===== config.mk =====
export PLATFORM = sky130hd
export DESIGN_NAME = mdio_arbiter_flat
export DESIGN_NICKNAME = d
export VERILOG_FILES = /design/src/rtl/mdio_pkg.sv /design/src/rtl/mdio_arbiter_if.sv /design/src/rtl/mdio_rr_pick.sv /design/src/rtl/mdio_arbiter.sv /design/src/flat_wrapper.sv
export SDC_FILE = /design/constraint.sdc
export NUM_CORES = 1
export LEC_CHECK = 0
export CAP_MARGIN = 20
export CELL_PAD_IN_SITES_DETAIL_PLACEMENT = 1
export CELL_PAD_IN_SITES_GLOBAL_PLACEMENT = 1
export CORE_UTILIZATION = 30
export CTS_BUF_LIST = sky130_fd_sc_hd__clkbuf_4
export DETAILED_ROUTE_END_ITERATION = 7
export PLACE_DENSITY = 0.93
export SLEW_MARGIN = 5
export SYNTH_ARGS = -nofsm -noshare
export SYNTH_HDL_FRONTEND = slang
export SYNTH_SLANG_ARGS = --single-unit

===== constraint.sdc =====
create_clock -name MDC -period 4 [get_ports MDC]
set_clock_uncertainty 0.1 [all_clocks]
set_input_delay 0.6 -clock MDC [delete_from_list [all_inputs] [get_ports MDC]]
set_output_delay 0.6 -clock MDC [all_outputs]
set_load 0.03 [all_outputs]

===== src/rtl/mdio_pkg.sv =====
// mdio_pkg: shared MDIO frame layout, field codes and arbiter state encoding.
// Imported by the MDIO arbiter and any other block that builds or parses
// 32-bit clause-22 management frames.
package mdio_pkg;

  // Frame word layout, MSB first: ST OP PHYAD REGAD TA DATA.
  typedef struct packed {
    logic [1:0]  st;     // [31:30]
    logic [1:0]  op;     // [29:28]
    logic [4:0]  phyad;  // [27:23]
    logic [4:0]  regad;  // [22:18]
    logic [1:0]  ta;     // [17:16]
    logic [15:0] data;   // [15:0]
  } mdio_frame_t;

  localparam logic [1:0] ST_START = 2'b01;
  localparam logic [1:0] OP_WRITE = 2'b01;
  localparam logic [1:0] OP_READ  = 2'b10;

  typedef enum logic [2:0] {
    ARB_IDLE,
    ARB_CHECK,
    ARB_ISSUE,
    ARB_WAIT,
    ARB_COMPLETE
  } arb_state_t;

  function automatic logic frame_ok(input mdio_frame_t f);
    return (f.st == ST_START) && ((f.op == OP_WRITE) || (f.op == OP_READ));
  endfunction

endpackage


===== src/rtl/mdio_arbiter_if.sv =====
// mdio_arbiter_if: requester + controller signal bundle for mdio_arbiter.
//   REQ/REQ_FRAME      : per-requester request level and 32-bit frame word
//   GNT/REQ_DONE       : one-hot owner and one-hot completion pulse
//   REQ_ERR/REQ_RD_DATA: completion status and read data
//   MDIO_START/T_DATA  : launch strobe and frame word to the MDIO controller
//   MDIO_DONE/RD_DATA  : controller completion pulse and read data
// slave modport: the arbiter. master modport: requesters + controller side.
interface mdio_arbiter_if #(
  parameter int unsigned NREQ = 4
);
  logic [NREQ-1:0]      REQ;
  logic [32*NREQ-1:0]   REQ_FRAME;
  logic [NREQ-1:0]      GNT;
  logic [NREQ-1:0]      REQ_DONE;
  logic                 REQ_ERR;
  logic [15:0]          REQ_RD_DATA;
  logic                 MDIO_START;
  logic [31:0]          T_DATA;
  logic                 MDIO_DONE;
  logic [15:0]          RD_DATA;

  modport slave (
    input  REQ, REQ_FRAME, MDIO_DONE, RD_DATA,
    output GNT, REQ_DONE, REQ_ERR, REQ_RD_DATA, MDIO_START, T_DATA
  );

  modport master (
    output REQ, REQ_FRAME, MDIO_DONE, RD_DATA,
    input  GNT, REQ_DONE, REQ_ERR, REQ_RD_DATA, MDIO_START, T_DATA
  );
endinterface


===== src/rtl/mdio_rr_pick.sv =====
// mdio_rr_pick: combinational round-robin priority selector.
//   req : request vector
//   ptr : index holding highest priority this round
//   gnt : one-hot winner (first set bit from ptr upward, wrapping)
//   idx : binary index of the winner
//   any : at least one request present
module mdio_rr_pick #(
  parameter int unsigned N = 4
) (
  input  logic [N-1:0]         req,
  input  logic [$clog2(N)-1:0] ptr,
  output logic [N-1:0]         gnt,
  output logic [$clog2(N)-1:0] idx,
  output logic                 any
);
  localparam int unsigned PW = $clog2(N);

  always_comb begin
    int unsigned k;
    k   = 0;
    gnt = '0;
    idx = '0;
    any = 1'b0;
    for (int unsigned i = 0; i < N; i++) begin
      k = (32'(ptr) + i) % N;
      if (!any && req[k]) begin
        any    = 1'b1;
        gnt[k] = 1'b1;
        idx    = PW'(k);
      end
    end
  end
endmodule


===== src/rtl/mdio_arbiter.sv =====
// mdio_arbiter: round-robin sharing of one MDIO controller among NREQ
// requesters. A granted frame is checked (ST=01, OP=write/read), launched
// with a one-cycle MDIO_START, and completed with a one-hot REQ_DONE pulse
// carrying REQ_ERR and, for reads, REQ_RD_DATA.
//   MDC   : clock, rising edge
//   RESET : asynchronous, active-high
//   bus   : mdio_arbiter_if.slave (requester and controller signals)
// Optional: define MDIO_ARB_TIMEOUT_EN to abort a WAIT that lasts
// TIMEOUT_CYC cycles (REQ_ERR=1, REQ_RD_DATA=16'hFFFF).
module mdio_arbiter
  import mdio_pkg::*;
#(
  parameter int unsigned NREQ        = 4,
  parameter int unsigned TIMEOUT_CYC = 96
) (
  input logic          MDC,
  input logic          RESET,
  mdio_arbiter_if.slave bus
);
  localparam int unsigned PW = $clog2(NREQ);

  // Empty marker block: elaboration names it if parameters leave the
  // supported range (2..8 requesters, 8-bit timeout counter).
  if (NREQ < 2 || NREQ > 8 || TIMEOUT_CYC < 1 || TIMEOUT_CYC > 255) begin : g_param_out_of_range
  end

  arb_state_t      state;
  logic [NREQ-1:0] gnt_q;
  logic [PW-1:0]   gidx_q;
  logic [PW-1:0]   ptr_q;
  mdio_frame_t     t_data_q;
  logic            start_q;
  logic [NREQ-1:0] done_q;
  logic            err_q;
  logic [15:0]     rd_data_q;
`ifdef MDIO_ARB_TIMEOUT_EN
  logic [7:0]      wait_cnt;
`endif

  logic [NREQ-1:0] pick_gnt;
  logic [PW-1:0]   pick_idx;
  logic            pick_any;

  mdio_rr_pick #(.N(NREQ)) u_pick (
    .req (bus.REQ),
    .ptr (ptr_q),
    .gnt (pick_gnt),
    .idx (pick_idx),
    .any (pick_any)
  );

  // REQ_DONE is registered on the transition into COMPLETE so it is visible
  // during the COMPLETE cycle, one edge after MDIO_DONE (or after CHECK).
  always_ff @(posedge MDC or posedge RESET) begin
    if (RESET) begin
      state     <= ARB_IDLE;
      gnt_q     <= '0;
      gidx_q    <= '0;
      ptr_q     <= '0;
      t_data_q  <= '0;
      start_q   <= 1'b0;
      done_q    <= '0;
      err_q     <= 1'b0;
      rd_data_q <= '0;
`ifdef MDIO_ARB_TIMEOUT_EN
      wait_cnt  <= '0;
`endif
    end else begin
      start_q <= 1'b0;
      done_q  <= '0;
      case (state)
        ARB_IDLE: begin
          if (pick_any) begin
            gnt_q    <= pick_gnt;
            gidx_q   <= pick_idx;
            t_data_q <= mdio_frame_t'(bus.REQ_FRAME[32*pick_idx +: 32]);
            state    <= ARB_CHECK;
          end
        end
        ARB_CHECK: begin
          if (frame_ok(t_data_q)) begin
            state <= ARB_ISSUE;
          end else begin
            err_q  <= 1'b1;
            done_q <= gnt_q;
            state  <= ARB_COMPLETE;
          end
        end
        ARB_ISSUE: begin
          start_q <= 1'b1;
`ifdef MDIO_ARB_TIMEOUT_EN
          wait_cnt <= '0;
`endif
          state   <= ARB_WAIT;
        end
        ARB_WAIT: begin
          // start_q is high in the first WAIT cycle; a DONE coincident with
          // the strobe cannot belong to this transaction.
          if (bus.MDIO_DONE && !start_q) begin
            if (t_data_q.op == OP_READ) rd_data_q <= bus.RD_DATA;
            err_q  <= 1'b0;
            done_q <= gnt_q;
            state  <= ARB_COMPLETE;
          end
`ifdef MDIO_ARB_TIMEOUT_EN
          else if (wait_cnt == 8'(TIMEOUT_CYC - 1)) begin
            err_q     <= 1'b1;
            rd_data_q <= 16'hFFFF;
            done_q    <= gnt_q;
            state     <= ARB_COMPLETE;
          end else begin
            wait_cnt <= wait_cnt + 8'd1;
          end
`endif
        end
        ARB_COMPLETE: begin
          gnt_q <= '0;
          ptr_q <= (gidx_q == PW'(NREQ - 1)) ? '0 : gidx_q + PW'(1);
          state <= ARB_IDLE;
        end
        default: state <= ARB_IDLE;
      endcase
    end
  end

  assign bus.GNT         = gnt_q;
  assign bus.REQ_DONE    = done_q;
  assign bus.REQ_ERR     = err_q;
  assign bus.REQ_RD_DATA = rd_data_q;
  assign bus.MDIO_START  = start_q;
  assign bus.T_DATA      = t_data_q;
endmodule

===== src/flat_wrapper.sv =====
// flat-port wrapper written by rule: the top's interface ports become plain ports
module mdio_arbiter_flat import mdio_pkg::*;
#(
  parameter int unsigned NREQ        = 4,
  parameter int unsigned TIMEOUT_CYC = 96
)
  (MDC, RESET, bus_REQ, bus_REQ_FRAME, bus_MDIO_DONE, bus_RD_DATA, bus_GNT, bus_REQ_DONE, bus_REQ_ERR, bus_REQ_RD_DATA, bus_MDIO_START, bus_T_DATA);
  mdio_arbiter_if #(.NREQ(NREQ)) bus_i ();
  input logic MDC;
  input logic RESET;
  input wire logic [$bits(bus_i.REQ)-1:0] bus_REQ;
  input wire logic [$bits(bus_i.REQ_FRAME)-1:0] bus_REQ_FRAME;
  input wire logic [$bits(bus_i.MDIO_DONE)-1:0] bus_MDIO_DONE;
  input wire logic [$bits(bus_i.RD_DATA)-1:0] bus_RD_DATA;
  output wire logic [$bits(bus_i.GNT)-1:0] bus_GNT;
  output wire logic [$bits(bus_i.REQ_DONE)-1:0] bus_REQ_DONE;
  output wire logic [$bits(bus_i.REQ_ERR)-1:0] bus_REQ_ERR;
  output wire logic [$bits(bus_i.REQ_RD_DATA)-1:0] bus_REQ_RD_DATA;
  output wire logic [$bits(bus_i.MDIO_START)-1:0] bus_MDIO_START;
  output wire logic [$bits(bus_i.T_DATA)-1:0] bus_T_DATA;
  assign bus_i.REQ = bus_REQ;
  assign bus_i.REQ_FRAME = bus_REQ_FRAME;
  assign bus_i.MDIO_DONE = bus_MDIO_DONE;
  assign bus_i.RD_DATA = bus_RD_DATA;
  assign bus_GNT = bus_i.GNT;
  assign bus_REQ_DONE = bus_i.REQ_DONE;
  assign bus_REQ_ERR = bus_i.REQ_ERR;
  assign bus_REQ_RD_DATA = bus_i.REQ_RD_DATA;
  assign bus_MDIO_START = bus_i.MDIO_START;
  assign bus_T_DATA = bus_i.T_DATA;
  mdio_arbiter #(.NREQ(NREQ), .TIMEOUT_CYC(TIMEOUT_CYC)) u_core (.MDC(MDC), .RESET(RESET), .bus(bus_i));
endmodule

Word-level counts from Yosys, hierarchy flattened
Index checks and enable logic that the tools add are counted.
- register bits after elaboration: 65
- input bits: 151
- output and inout bits: 58
- word-level logic and storage cells: 105
- $add $sub $neg: 4
- order comparisons: 8
- equal/unequal tests: 11
- shift operators: 1
- multiplexer cells: 42
- bitwise operators: 3
- reduce and logical (&&, ||, !) cells: 22
- operators by type and width (cell ; count):
    128-bit by 8-bit indexed part select with 32-bit output ; 1
    4-bit two-way mux ; 7
    4-bit one-hot mux with 2 select lines ; 2
    1-bit two-way mux ; 15
    2-bit by 3-bit < comparator with 1-bit output (second input constant) ; 4
    4-bit bitwise OR ; 3
    3-bit one-hot mux with 4 select lines ; 1
    2-bit two-way mux ; 5
    1-bit logical AND ; 9
    3-bit two-way mux ; 3
    1-bit binary-select mux with 2-bit select ; 4
    1-bit demux with 2-bit select ; 4
    2-bit by 1-bit >= comparator with 1-bit output (second input constant) ; 4
    3-bit by 2-bit == test with 1-bit output (second input constant) ; 2
    2-bit AND reduction ; 3
    3-bit AND reduction ; 2
    2-bit by 1-bit adder with 2-bit output (second input constant) ; 2
    2-bit adder (second input constant) ; 2
    2-bit by 1-bit == test with 1-bit output (second input constant) ; 2
    2-bit == test (second input constant) ; 2
    1-bit zero test ; 4
    2-bit by 1-bit != test with 1-bit output (second input constant) ; 2
    2-bit nonzero test ; 2
    3-bit by 1-bit == test with 1-bit output (second input constant) ; 1
    other kinds (5) ; 5

Longest topological paths before layout
- depth after elaboration: 14
- gate-level depth with buffers: 12

Hierarchy
A second synthesis with hierarchy kept.
- cell total of the unflattened synthesis: 256
- area, all modules: 3746.1 sq um
- by module, submodules not included (module ; times used ; cells each ; area an instance (sq um) ; seq. area each (sq um)):
    mdio_arbiter ; 1 ; 211 ; 3326.9 ; 1626.6
    mdio_rr_pick ; 1 ; 45 ; 419.2 ; 0.0

Least setup slack after synthesis
Ideal clock, no wire load.
- path kind: reg-to-reg
- from: register u_core.ptr_q[0]
- to: register u_core.t_data_q, in the netlist u_core.bus.T_DATA[0]
- library setup time: 0.132 ns
- data arrival time: 2.618 ns
- data required time: 3.768 ns
- path slack: 1.150 ns
- cell stages (with the launch flop): 13
- cells stage by stage: dfrtp_1 -> buf_4 -> inv_1 -> ha_1 -> buf_2 -> nor3b_1 -> o21ai_0 -> o211ai_2 -> o32a_2 -> buf_6 -> buf_4 -> mux2i_1 -> o221ai_2
- word-level cells in the longest chain between the ends: 13
- elaborated cells between the ends (all ways): 27
- classes of those cells: add/sub (3); shift (1); mux (16); reduce/logical (7)
- RTL lines (item ; RTL line ; text):
    from (decl) ; mdio_arbiter.sv:30 ; logic [PW-1:0] ptr_q;
    from (signal assigned) ; mdio_arbiter.sv:118 ; ptr_q <= (gidx_q == PW'(NREQ - 1)) ? '0 : gidx_q + PW'(1);
    parallel branches: the longest is 13 deep, another holds 2-bit by 1-bit adder with 2-bit output ; n/a ;
    to (signal assigned) ; mdio_arbiter.sv:76 ; t_data_q <= mdio_frame_t'(bus.REQ_FRAME[32*pick_idx +: 32]);
    to (decl) ; mdio_arbiter.sv:31 ; mdio_frame_t t_data_q;
Parallel ways; which one is timed is not known. The select of a mux whose other input is x is not followed.
A chain may end at the register's enable or synchronous reset.

Worst setup path in the final report
- from: register u_core.ptr_q[0]
- to: register u_core.t_data_q, in the netlist u_core.bus.T_DATA[7]
Same word-level chain as after synthesis.

==> summary.md <==
| Metric | Value |
|---|---|
| Latest clock arrival within the worst-skew pair | around 390 ps |
| Final hold viol count | 0 |
| Fin crit period | approximately 3600 ps |
| First-pass GRT wire length | 20800 um |
| H-tree levels | 3 |
| Combinational fraction of design power | 0.674 |
| Worst path depth | 9 |
| Initial Util | 0.311 |
| Fmax | 0.278 GHz |
| Fillers | 1385 |
| Placer's final routability congestion estimate | 0.744 |
| CP required | just over 4000 ps |
| Setup Fix Bufs, Post-CTS | 0 |
| I/O Buffers | between 200 and 250 |
| Critical Path Sink Type | flop |
| Asr flop ratio synth | 1.00 |
| Core ar. | 0.0128 mm2 |
| Reg-to-Reg End | u_core.bus.T_DATA[7]$_DFFE_PP0P_ |
| Power density over the cells | 802 mW/mm2 |
| Longest Clk Path Bufs | 2 |
| Vias | approximately 3600 |
| Storage cell area | 0.00163 mm2 |
| Combined area of the multi-input logic cells | about 0.0021 mm2 |
| Total track usage | 0.202 |
| Psw | 2.38 mW |
| Worst Hold Path EP | u_core.bus.T_DATA[4]$_DFFE_PP0P_ |
| Fin crit share | 0.898 |
| R2r setup slk | just over 400 ps |
| Syn Std Cell Area | around 0.0040 mm2 |
| Fin Setup TNS | 0 ps |
| #FFs+latches synth | 65 |
| Final setup violation count | 0 |
| R2R depth | 9 |
| Worst hold path depth | 2 |
| Worst-margin pin slew | between 1000 and 1500 ps |
| Die area | 0.0137 mm2 |
| Share of cells above drive strength 1 | 0.145 |
| Max VDD drop | 0.352 mV |
| Fin util | 0.489 |
| Worst Path Buf+Inv | 2 |
| DP Area | 0.00612 mm2 |
| Switch share | 0.475 |
| Row Count | 41 |
| CTS tree | yes |
| DRT antenna net count | 0 |
| Max Slew Vio Count | 0 |
| Largest delay share family, worst path | compound AO/OA/AOI/OAI gates |
| Synth unique cells | 42 |
| Final instance area | 0.00625 mm2 |
| WS Path Type | reg -> reg |
| Syn Nets | 497 |
| Ant diodes | 0 |
| Synth Area per Inst | 11.8 um2 |
| Slew Limit Headroom | 0.328 |
| DP Wirelength | 11100 um |
| Ys Warns | 0 |
| CP max stage delay | 590 ps |
| # nets final | 695 |
| Reg clk slew, reported paths | between 100 and 150 ps |
| HP Class | reg -> reg |
| DR pass1 iterations | 4 |
| Root buffer cell | clkbuf_4 |
| Hold WS | ~400 ps |
| CTS sink cnt | 65 |
| Post-synthesis sequential area ratio | 0.409 |
| Cell Chain, Critical Path | inv_1 > ha_1 > nor3b_1 > o21ai_0 > o211ai_2 > o32a_4 > buf_12 > mux2i_1 > o221ai_2 |
| FF-to-FF Start | u_core.ptr_q[0]$_DFFE_PP0P_ |
| Num ports | 209 |
| Leak | between 2 and 3 nW |
| Post-synth EDFFs | 0 |
| Status | finished clean |
| Sequential share of power | 0.241 |
| Mapped Cells | 336 |
| Drt total wl | 14000 um |
| Hold Path Origin | u_core.bus.T_DATA[4]$_DFFE_PP0P_ |
| Routed vias/inst | 5.06 |
| Die width | 117 um |
| Initial antenna violation count | 0 |
| Residual DRC | 0 |
| Worst-path maximum fanout | 36 |
| Worst path arrival time | 3710 ps |
| Total grt overflow | 0 |
| Top_reg_cell synth | dfrtp_1 |
| Cts bufs inserted | 9 |
| Layout area overhead | 57.1% |
| CP startpoint kind | flop |
| Clock Power Share | 0.085 |
| Vias in the first global route | between 3000 and 4000 |
| Critical-path top delay cell | dfrtp_2 |
| Pin count of the biggest net entering global routing | 43 |
| Die height | 117 um |
| CP startpoint | u_core.ptr_q[0]$_DFFE_PP0P_ |
| Max Cap Viol | 0 |
| Internal power | 2.63 mW |
| WL per Instance | roughly 20 um |
| 1st-iter DRT viols | roughly 150 |
| RSZ-0062 raised after global routing | no |
[per-stage QoR]
step	power (mW)	worst slack (ps)	instances
2_1_floorplan	3.62	1150	336
4_1_cts	5.06	162	711
3_3_place_gp	4.44	547	695
5_1_grt	5.33	164	711
6_report	5.01	407	711
3_5_place_dp	4.62	194	695
[power by group through the flow]
stage | logic, mW | clock network, mW | registers, mW
global placement | 3.25 | 0 | 1.19
detailed placement | 3.41 | 0 | 1.21
CTS | 3.41 | 0.442 | 1.21
floorplan | 1.97 | 0 | 1.66
global route | 3.62 | 0.459 | 1.25
finish | 3.38 | 0.426 | 1.21
[registers in the layout, indices dropped and copies added (netlist names)]
| name | flops |
|---|---|
| u_core.bus.REQ_ERR | 1 |
| u_core.bus.MDIO_START | 1 |
| u_core.bus.REQ_DONE | 4 |
| u_core.gidx_q | 2 |
| u_core.ptr_q | 2 |
| u_core.bus.T_DATA | 32 |
| u_core.bus.REQ_RD_DATA | 16 |
| u_core.state | 3 |
| u_core.bus.GNT | 4 |
[logic make-up (layout without fill, tap and decap cells)]
kind of cell,count (synthesis),count (layout),share of synthesized area
AO/OA/AOI/OAI,62,62,0.171
adder cells (fa/ha/maj),10,10,0.0315
buffers and inverters,35,238,0.0639
flip-flops,65,65,0.409
multiplexers,86,86,0.232
AND/OR/NAND/NOR,78,78,0.0934
[cell type report]
class | instances | area share
timing repair buffer | 214 | 0.342
clock inverter | 6 | 0.00781
tap | 172 | 0.0344
multi-input combinational | 236 | 0.338
inverter | 8 | 0.00480
sequential | 65 | 0.260
clock buffer | 10 | 0.0120
[worst reg2reg max path, stage by stage (launching register included)]
cell      delay (ps)
dfrtp_2          590
inv_1            200
ha_1             480
nor3b_1          300
o21ai_0          160
o211ai_2         300
o32a_4           430
buf_12           310
mux2i_1          370
o221ai_2         170
[synth_stat cells (2+ instances only)]
library cell	instances	share of area
a21oi_1	4	0.0050
o221ai_2	30	0.11
mux2_2	18	0.051
mux2i_1	65	0.16
ha_1	10	0.031
nor2_1	10	0.0094
nand3_1	7	0.0088
inv_1	8	0.0075
and2_1	4	0.0063
buf_2	5	0.0063
o221ai_1	2	0.0044
buf_8	3	0.011
buf_4	6	0.011
nand2_1	39	0.037
clkbuf_1	5	0.0047
nand2b_1	3	0.0047
o21ai_0	8	0.010
mux4_2	3	0.017
dfrtp_1	65	0.41
buf_6	8	0.023
a22oi_1	5	0.0094
nor3_1	5	0.0063
a221oi_1	4	0.0088
[routing by layer]
layer	track usage	vias up	wire length, um
li1	-	1651	-
met1	0.230	1767	5240
met2	0.368	163	7410
met3	0.0525	17	1050
met4	0.0650	0	257
met5	0	-	0
[how the worst max path moves through the flow]
stage	endpoint	slack (ps)
2_1_floorplan	u_core.bus.T_DATA[0]$_DFFE_PP0P_	1150
3_3_place_gp	u_core.bus.T_DATA[6]$_DFFE_PP0P_	550
3_5_place_dp	u_core.bus.T_DATA[7]$_DFFE_PP0P_	190
4_1_cts	u_core.bus.T_DATA[7]$_DFFE_PP0P_	160
5_1_grt	u_core.bus.T_DATA[7]$_DFFE_PP0P_	160
6_report	u_core.bus.T_DATA[7]$_DFFE_PP0P_	410
[timing repair]
action                                  4_1_cts  5_1_grt
hold buffers                                  0        0
hold endpoints to repair                      0        0
resized for setup                             0        1
endpoints found under the setup margin        0       10
[cells in the final DEF, fill, tap and decap left out, drive strengths merged, types with 7 or more instances in the layout]
cell / count
nand3: 7
o221ai: 32
clkdlybuf4s50: 208
clkbuf: 10
ha: 10
mux2i: 65
mux2: 18
o21ai: 9
inv: 8
nand2: 39
dfrtp: 65
nor2: 10
Power figures use the tool's default switching activity.
